**config.mk**
```make
export PLATFORM = sky130hd
export DESIGN_NAME = hex_scan_display
export DESIGN_NICKNAME = d
export VERILOG_FILES = /design/src/rtl/hex_scan_display.sv
export SDC_FILE = /design/constraint.sdc
export NUM_CORES = 1
export LEC_CHECK = 0
export CORE_UTILIZATION = 58
export CTS_CLUSTER_SIZE = 40
export DETAILED_ROUTE_END_ITERATION = 7
export PLACE_DENSITY = 0.86
export SYNTH_ARGS = -nofsm -noshare
export SYNTH_HDL_FRONTEND = slang
export SYNTH_SLANG_ARGS = --single-unit
```
**constraint.sdc**
```tcl
create_clock -name clk -period 2.8 [get_ports clk]
set_input_delay 0.28 -clock clk [delete_from_list [all_inputs] [get_ports clk]]
set_output_delay 0.28 -clock clk [all_outputs]
set_load 0.02 [all_outputs]
```
**src/rtl/hex_scan_display.sv**
```systemverilog
// N-digit time-multiplexed hex display driver: debounces a switch word, commits it, and
// scans the committed nibbles onto a shared 7-seg bus. Optional feature: LEADING_ZERO_BLANK_EN.
module hex_scan_display #(
    parameter int DIGITS          = 4,
    parameter int SCAN_DIV        = 1024,
    parameter int DEBOUNCE_CYCLES = 4096
) (
    input  logic                  clk,
    input  logic                  rst,
    input  logic                  ena,
    input  logic [DIGITS*4-1:0]   sw,
    input  logic [DIGITS-1:0]     dp_in,
    output logic [6:0]            seg,
    output logic                  dp,
    output logic [DIGITS-1:0]     dig_sel,
    output logic                  upd
);

    localparam int W     = DIGITS * 4;
    localparam int CNT_W = $clog2(DEBOUNCE_CYCLES + 1);
    localparam int PRE_W = $clog2(SCAN_DIV);
    localparam int IDX_W = (DIGITS > 1) ? $clog2(DIGITS) : 1;

    localparam logic [CNT_W-1:0] CNT_LAST = CNT_W'(DEBOUNCE_CYCLES - 1);
    localparam logic [PRE_W-1:0] PRE_LAST = PRE_W'(SCAN_DIV - 1);
    localparam logic [IDX_W-1:0] IDX_LAST = IDX_W'(DIGITS - 1);

    logic [W-1:0]      s1_q, s1_d;
    logic [W-1:0]      cand_q, cand_d;
    logic [W-1:0]      value_q, value_d;
    logic [CNT_W-1:0]  cnt_q, cnt_d;
    logic [PRE_W-1:0]  pre_q, pre_d;
    logic [IDX_W-1:0]  idx_q, idx_d;
    logic              upd_q, upd_d;
    logic [6:0]        seg_q, seg_d;
    logic              dp_q, dp_d;
    logic [DIGITS-1:0] dig_sel_q, dig_sel_d;

    logic [3:0]        nib;
    logic              dp_sel;
    logic              blank;

    function automatic logic [6:0] hex7(input logic [3:0] v);
        logic [6:0] s;
        case (v)
            4'h0: s = 7'h3F;
            4'h1: s = 7'h06;
            4'h2: s = 7'h5B;
            4'h3: s = 7'h4F;
            4'h4: s = 7'h66;
            4'h5: s = 7'h6D;
            4'h6: s = 7'h7D;
            4'h7: s = 7'h07;
            4'h8: s = 7'h7F;
            4'h9: s = 7'h6F;
            4'hA: s = 7'h77;
            4'hB: s = 7'h7C;
            4'hC: s = 7'h39;
            4'hD: s = 7'h5E;
            4'hE: s = 7'h79;
            default: s = 7'h71;
        endcase
        return s;
    endfunction

    // Debounce and scan counters; everything holds while ena is low.
    always_comb begin
        s1_d    = s1_q;
        cand_d  = cand_q;
        cnt_d   = cnt_q;
        value_d = value_q;
        upd_d   = 1'b0;
        pre_d   = pre_q;
        idx_d   = idx_q;
        if (ena) begin
            s1_d   = sw;
            cand_d = s1_q;
            if (s1_q != cand_q) begin
                cnt_d = '0;
            end else if (cnt_q == CNT_LAST) begin
                value_d = cand_q;
                upd_d   = (cand_q != value_q);
            end else begin
                cnt_d = cnt_q + CNT_W'(1);
            end
            if (pre_q == PRE_LAST) begin
                pre_d = '0;
                idx_d = (idx_q == IDX_LAST) ? '0 : idx_q + IDX_W'(1);
            end else begin
                pre_d = pre_q + PRE_W'(1);
            end
        end
    end

    always_comb begin
        nib    = 4'h0;
        dp_sel = 1'b0;
        blank  = 1'b0;
        for (int i = 0; i < DIGITS; i++) begin
            if (idx_q == IDX_W'(i)) begin
                nib    = value_q[4*i +: 4];
                dp_sel = dp_in[i];
            end
        end
`ifdef LEADING_ZERO_BLANK_EN
        // Walk down from the top nibble; a digit blanks if it and everything above it are zero.
        begin
            logic zero_run;
            zero_run = 1'b1;
            for (int i = DIGITS - 1; i >= 0; i--) begin
                zero_run = zero_run & (value_q[4*i +: 4] == 4'h0);
                if ((idx_q == IDX_W'(i)) && (i != 0)) begin
                    blank = zero_run;
                end
            end
        end
`endif
        seg_d     = '0;
        dp_d      = 1'b0;
        dig_sel_d = '0;
        if (ena) begin
            seg_d     = blank ? 7'h00 : hex7(nib);
            dp_d      = dp_sel;
            dig_sel_d = DIGITS'(1) << idx_q;
        end
    end

    always_ff @(posedge clk) begin
        if (rst) begin
            s1_q      <= '0;
            cand_q    <= '0;
            value_q   <= '0;
            cnt_q     <= '0;
            pre_q     <= '0;
            idx_q     <= '0;
            upd_q     <= 1'b0;
            seg_q     <= '0;
            dp_q      <= 1'b0;
            dig_sel_q <= '0;
        end else begin
            s1_q      <= s1_d;
            cand_q    <= cand_d;
            value_q   <= value_d;
            cnt_q     <= cnt_d;
            pre_q     <= pre_d;
            idx_q     <= idx_d;
            upd_q     <= upd_d;
            seg_q     <= seg_d;
            dp_q      <= dp_d;
            dig_sel_q <= dig_sel_d;
        end
    end

    assign seg     = seg_q;
    assign dp      = dp_q;
    assign dig_sel = dig_sel_q;
    assign upd     = upd_q;

endmodule

```
==> results.md, run 1 <==
- Status: finished, final reports clean
- Critical Path Fanout Max: 16
- Ant. Diodes: 0
- Dpl cell area: 0.00461 mm2
- RSZ-0062 raised after global routing: no
- Syn_area_per_cell: 9.02 um2
- Fin util: 0.696
- Post-CTS sizing: 0
- Postcts setup bufs: 0
- Slew Viols, Final: 0
- DRT Pass-1 Iters: 7
- Max Clk Rate: 0.406 GHz
- Vias in the first global route: 3161
- Clock slew at reported path FFs: 0.09 ns
- # setup viols final: 0
- First-pass GRT wire length: 14800 um
- Remaining Overflow, GRT: 0
- Min cycle time layout: 2.46 ns
- TritonCTS clock tree: done
- Met3 usage: 0.0417
- Crit path DAT: 2.71 ns
- Worst min path class: in2reg
- Met2 GRT Util: 0.396
- Post-Route Setup TNS: 0 ns
- Top FF cell, synth: dfxtp_1
- Crit start category: flip-flop
- Area Overhead vs Synth: 14.0%
- GPL Wtd Cong: 0.814
- EDFF count, synth: 0
- Lkg Pwr: 1.67 nW
- Via density: 5.91
- HPWL after detailed placement: 5890 um
- Mapped Area: 0.00424 mm2
- Setup Crit Path Kind: reg2reg
- Worst setup EP type: flip-flop
- Design area: 0.00484 mm2
- Initial Util: 0.611
- Max-Cap Viols: 0
- Initial antenna violation count: 0
- Die Height: 87.5 um
- Number of I/O port buffers: 35
- Grt met1 use: 0.323
- GR peak layer: met2
- Largest buffer count on any clock path: 2
- PwrDens: 517 mW/mm2
- Relative slew slack: 0.563
- I/O pin count: 36
- Area of the core: 0.00694 mm2
- Row count: 30
- Clock Sinks: 86
- Mapped Cells: 470
- H-tree lvl count: 3
- DR WL/cell: 14.9 um
- CTS Buf Count: 9
- Post-synthesis cell type count: 43
- Vias: 3487
- Clk Latency, worst-skew pair: 0.37 ns
- Die X-Extent: 87.5 um
- CP required: 3.05 ns
- Post-CTS Hold Fix Bufs: 0
- Post-Layout Cell Count: 590
- Yosys warns: 0
- Initial detailed-routing violation count: 327
- Tot Pwr: 2.50 mW
- Root buffer cell: clkbuf_8
- GRT Total Usage: 0.246
- WL final: 8810 um
- Share of layout cells above drive strength 1: 0.0729
- Final nets: 521
- FFs w/ async S/R, synth: 0
- Largest net degree at the start of global routing: 45
- Post-Route Skew: 0.0120 ns
- FILL cells: 511
- DRC viols: 0
- Die ar.: 0.00766 mm2
- Final hold vios: 0
- Sequential area share after synthesis: 0.406
- Final period utilization: 0.880
- Peak VDD IR: 0.311 mV
- Placed cell count: 574
- Post-Synthesis Net Count: 502
- Worst Max-Slew Pin Slew: 0.638 ns
- Synthesis-stage register bit count: 86
- Post-DRT Antenna Nets: 0
[Yosys cell counts, types with 2 or more instances]
library cell,number,area (um2)
dfxtp_1,86,1720
nor2_1,51,191
mux2i_1,43,430
xnor2_1,35,307
nand4_1,30,188
a21oi_1,27,135
clkbuf_1,20,75.1
o21ai_0,20,100
inv_1,19,71.3
a211o_1,18,158
nand2_1,13,48.8
nand3_1,10,50.1
buf_2,9,45.0
ha_1,9,113
a211oi_1,8,60.1
nor3_1,7,35.0
nand3b_1,6,45.0
nor4_1,6,37.5
xor2_1,5,43.8
a2111oi_0,4,35.0
a221oi_2,4,60.1
buf_1,4,15.0
nand2b_1,4,25.0
nor2b_1,4,25.0
nor3b_1,4,30.0
a221oi_1,3,26.3
a311oi_1,2,17.5
a31oi_1,2,12.5
buf_6,2,22.5
or2_2,2,12.5
[path summary, 6_finish.rpt]
| check | start | depth (start not counted) | to | slack, ns |
|---|---|---|---|---|
| setup reg to reg | idx_q[0]$_SDFFE_PP0P_ | 6 | seg[3]$_SDFF_PP0_ | 0.34 |
| hold reg to reg | cnt_q[12]$_SDFFE_PP0P_ | 2 | cnt_q[12]$_SDFFE_PP0P_ | 0.46 |
| setup / recovery | idx_q[0]$_SDFFE_PP0P_ | 6 | seg[3]$_SDFF_PP0_ | 0.34 |
| hold / removal | rst | 2 | pre_q[0]$_SDFFE_PP0P_ | 0.19 |
[power by group]
part           switching [mW]  internal, mW  total, mW  leakage, nW
Combinational           0.109         0.105      0.213        0.852
Clock                   0.486         0.517       1.00        0.117
Sequential             0.0301          1.25       1.28        0.699
Total                   0.625          1.87       2.50         1.67
[registers in the layout (all words and copies together), names as in the netlist]
register,count
s1_q,16
cnt_q,13
dp,1
dig_sel,4
cand_q,16
pre_q,10
idx_q,2
seg,7
value_q,16
upd,1
[per-stage QoR]
| stage | worst slack, ns | hold WS (ns) |
|---|---|---|
| 4_1_cts | 0.372 | 0.190 |
| 3_3_place_gp | 0.490 | 0.433 |
| 2_1_floorplan | 0.458 | 0.422 |
| 3_5_place_dp | 0.385 | 0.448 |
| 5_1_grt | 0.0444 | 0.222 |
| 6_report | 0.336 | 0.193 |
[critical path, stage by stage (launching register included)]
cell,delay [ns]
dfxtp_1,0.46
ha_1,0.60
a211oi_1,0.12
a221oi_2,0.47
inv_1,0.22
o311ai_0,0.36
a21oi_1,0.11
[kinds of logic after synthesis]
logic type,share of synthesized area
simple gates,0.172
compound gates,0.154
flops,0.406
buf+inv,0.0575
mux,0.101
xor+xnor,0.0826
fa+ha+maj,0.0265
[metal layers]
layer	vias to the layer above	share of wire
li1	1731	-
met1	1631	0.46
met2	108	0.47
met3	17	0.047
met4	0	0.020
met5	-	0
[placed cells by master (no fill, tap or decap), drive strengths merged, types with 2 or more instances in the layout]
master / instances
xnor2: 35
buf: 11
nor2b: 4
nor4: 6
clkbuf: 9
or2: 3
nor2: 51
nor3: 7
nand3: 10
nand2: 13
nand4: 30
a211oi: 8
inv: 23
nand2b: 4
a311oi: 2
a221oi: 7
o21ai: 20
dfxtp: 86
nor3b: 4
mux2i: 43
a2111oi: 4
a31oi: 2
clkdlybuf4s50: 33
nand3b: 6
a211o: 18
bufinv: 2
ha: 9
a21oi: 27
xor2: 5
[area by class of cell]
cell class | instances | area [um2] | area share
Multi-Input combinational cell | 329 | 2290 | 0.473
Sequential cell | 86 | 1720 | 0.356
Timing Repair Buffer | 44 | 408 | 0.0843
Clock buffer | 9 | 124 | 0.0256
Tap cell | 96 | 120 | 0.0248
Clock inverter | 7 | 103 | 0.0212
Inverter | 19 | 71.3 | 0.0147
Power figures use the tool's default switching activity.
==> run 2: changes to the inputs <==
--- a/config.mk
+++ b/config.mk
@@ -6,9 +6,10 @@
 export NUM_CORES = 1
 export LEC_CHECK = 0
 export CORE_UTILIZATION = 58
+export CTS_CLUSTER_DIAMETER = 120
 export CTS_CLUSTER_SIZE = 40
 export DETAILED_ROUTE_END_ITERATION = 7
-export PLACE_DENSITY = 0.86
+export PLACE_DENSITY = 0.8
 export SYNTH_ARGS = -nofsm -noshare
 export SYNTH_HDL_FRONTEND = slang
 export SYNTH_SLANG_ARGS = --single-unit
==> results.md, run 2 (synthesis results as in run 1) <==
- Crit path DAT: 2.78 ns
- Post-Route Setup TNS: 0 ns
- Post-Route Skew: 0.0154 ns
- Flop pwr share: 0.536
- Initial antenna violation count: 0
- Min cycle time layout: 2.55 ns
- H-tree lvl count: 3
- Switching power: 0.614 mW
- Die X-Extent: 87.5 um
- Slew Viols, Final: 0
- GRT Total Usage: 0.251
- Postcts setup bufs: 0
- Max-Cap Viols: 0
- Worst Max-Slew Pin Slew: 0.601 ns
- Die Height: 87.5 um
- Post-CTS Hold Fix Bufs: 0
- Clk Latency, worst-skew pair: 0.36 ns
- Worst min path class: in2reg
- Worst Reg2Reg Path Length in Cells: 6
- Peak VDD IR: 0.321 mV
- DRT Pass-1 Iters: 5
- Remaining Overflow, GRT: 0
- First-pass GRT wire length: 15100 um
- Final nets: 522
- DRC viols: 0
- HPWL after detailed placement: 6160 um
- Root buffer cell: clkbuf_8
- Top flop regs: cand_q (16), s1_q (16), value_q (16)
- I/O pin count: 36
- CTS Buf Count: 9
- DR WL/cell: 15.4 um
- Worst hold slack: 0.323 ns
- Final period utilization: 0.912
- Via density: 5.91
- Combinational Power Share: 0.091
- Reg-to-Reg End: seg[3]$_SDFF_PP0_
- # setup viols final: 0
- Power share of the clock group: 0.373
- Area Overhead vs Synth: 13.7%
- Setup Crit Path Kind: reg2reg
- Worst setup EP type: flip-flop
- Ant. Diodes: 0
- Number of I/O port buffers: 35
- Max Clk Rate: 0.392 GHz
- Relative slew slack: 0.589
- TritonCTS clock tree: done
- Post-DRT Antenna Nets: 0
- Lkg Pwr: 1.65 nW
- Final hold vios: 0
- Largest buffer count on any clock path: 2
- Worst Hold Endpoint: pre_q[1]$_SDFFE_PP0P_
- Clock slew at reported path FFs: 0.09 ns
- CP required: 3.03 ns
- Switching share of power: 0.256
- Power Internal: 1.78 mW
- Post-CTS sizing: 0
- Vias in the first global route: 3288
- Most frequent cells in the layout: 86 x dfxtp_1, 51 x nor2_1, 43 x mux2i_1
- Die ar.: 0.00766 mm2
- Crit start category: flip-flop
- Initial detailed-routing violation count: 229
- Critical Path Fanout Max: 16
- Initial Util: 0.611
- PwrDens: 497 mW/mm2
- Area of the core: 0.00694 mm2
- GPL Wtd Cong: 0.822
- Clock Sinks: 86
- FF-to-FF setup slack: 0.25 ns
- Hold wc startpoint: ena
- Hold depth: 3
- Status: finished, final reports clean
- Reg-to-reg critical path startpoint: idx_q[0]$_SDFFE_PP0P_
- Vias: 3494
- WL final: 9110 um
- Share of layout cells above drive strength 1: 0.0747
- Row count: 30
- Largest net degree at the start of global routing: 49
- RSZ-0062 raised after global routing: no
- Commonest non-fill, non-tap cell in the layout: dfxtp_1
## run 2: layout make-up
type	count	area (um2)
Multi-Input combinational cell	329	2290
Fill cell	557	2120
Sequential cell	86	1720
Timing Repair Buffer	45	415
Clock buffer	9	124
Tap cell	96	120
Clock inverter	7	80.1
Inverter	19	71.3
## run 2: per-stage QoR
step	instances	power (mW)	instance area (um2)	setup slack (ns)	utilization
floorplan	470	1.45	4240	0.458	-
global placement	575	1.52	4620	0.468	0.665
detailed placement	575	1.53	4620	0.347	0.665
CTS	591	2.42	4820	0.326	0.694
global route	591	2.48	4820	0.0336	0.694
finish	591	2.39	4820	0.248	0.694
## run 2: worst max-delay path by stage
| stage | start | endpoint | slack [ns] | depth (start not counted) |
|---|---|---|---|---|
| 2_1_floorplan | idx_q[0]$_SDFFE_PP0P_ | seg[3]$_SDFF_PP0_ | 0.46 | 9 |
| 3_3_place_gp | idx_q[0]$_SDFFE_PP0P_ | seg[3]$_SDFF_PP0_ | 0.47 | 6 |
| 3_5_place_dp | idx_q[0]$_SDFFE_PP0P_ | seg[3]$_SDFF_PP0_ | 0.35 | 6 |
| 4_1_cts | idx_q[0]$_SDFFE_PP0P_ | seg[3]$_SDFF_PP0_ | 0.33 | 6 |
| 5_1_grt | idx_q[0]$_SDFFE_PP0P_ | seg[3]$_SDFF_PP0_ | 0.03 | 6 |
| 6_report | idx_q[0]$_SDFFE_PP0P_ | seg[3]$_SDFF_PP0_ | 0.25 | 6 |
## run 2: worst max-delay path, stage by stage (launching register included)
cell and delay (ns):
dfxtp_1 0.44, ha_1 0.59, a211oi_1 0.12, a221oi_2 0.47, inv_1 0.22, o311ai_0 0.46
a21oi_1 0.12
## run 2: power by group through the flow
stage,combinational [mW],clock [mW],sequential (mW)
2_1_floorplan,0.142,0,1.31
3_3_place_gp,0.208,0,1.31
3_5_place_dp,0.215,0,1.31
4_1_cts,0.219,0.917,1.28
5_1_grt,0.235,0.961,1.29
6_report,0.218,0.893,1.28
## run 2: metal layers
metal / share of wire / global-route usage / vias to the layer above / wire (um)
met5: 0 / 0 / - / 0
met4: 0.0088 / 0.0879 / 0 / 80
met3: 0.043 / 0.0427 / 9 / 394
met2: 0.49 / 0.412 / 95 / 4440
met1: 0.46 / 0.334 / 1665 / 4190
li1: - / - / 1725 / -
==> run 3: changes to the inputs <==
--- a/config.mk
+++ b/config.mk
@@ -9,6 +9,7 @@
 export CTS_CLUSTER_DIAMETER = 120
 export CTS_CLUSTER_SIZE = 40
 export DETAILED_ROUTE_END_ITERATION = 7
+export GPL_ROUTABILITY_DRIVEN = 0
 export PLACE_DENSITY = 0.8
 export SYNTH_ARGS = -nofsm -noshare
 export SYNTH_HDL_FRONTEND = slang
==> results of run 3 <==
Same layout as run 2: the final DEF is identical, and so are final timing and power.
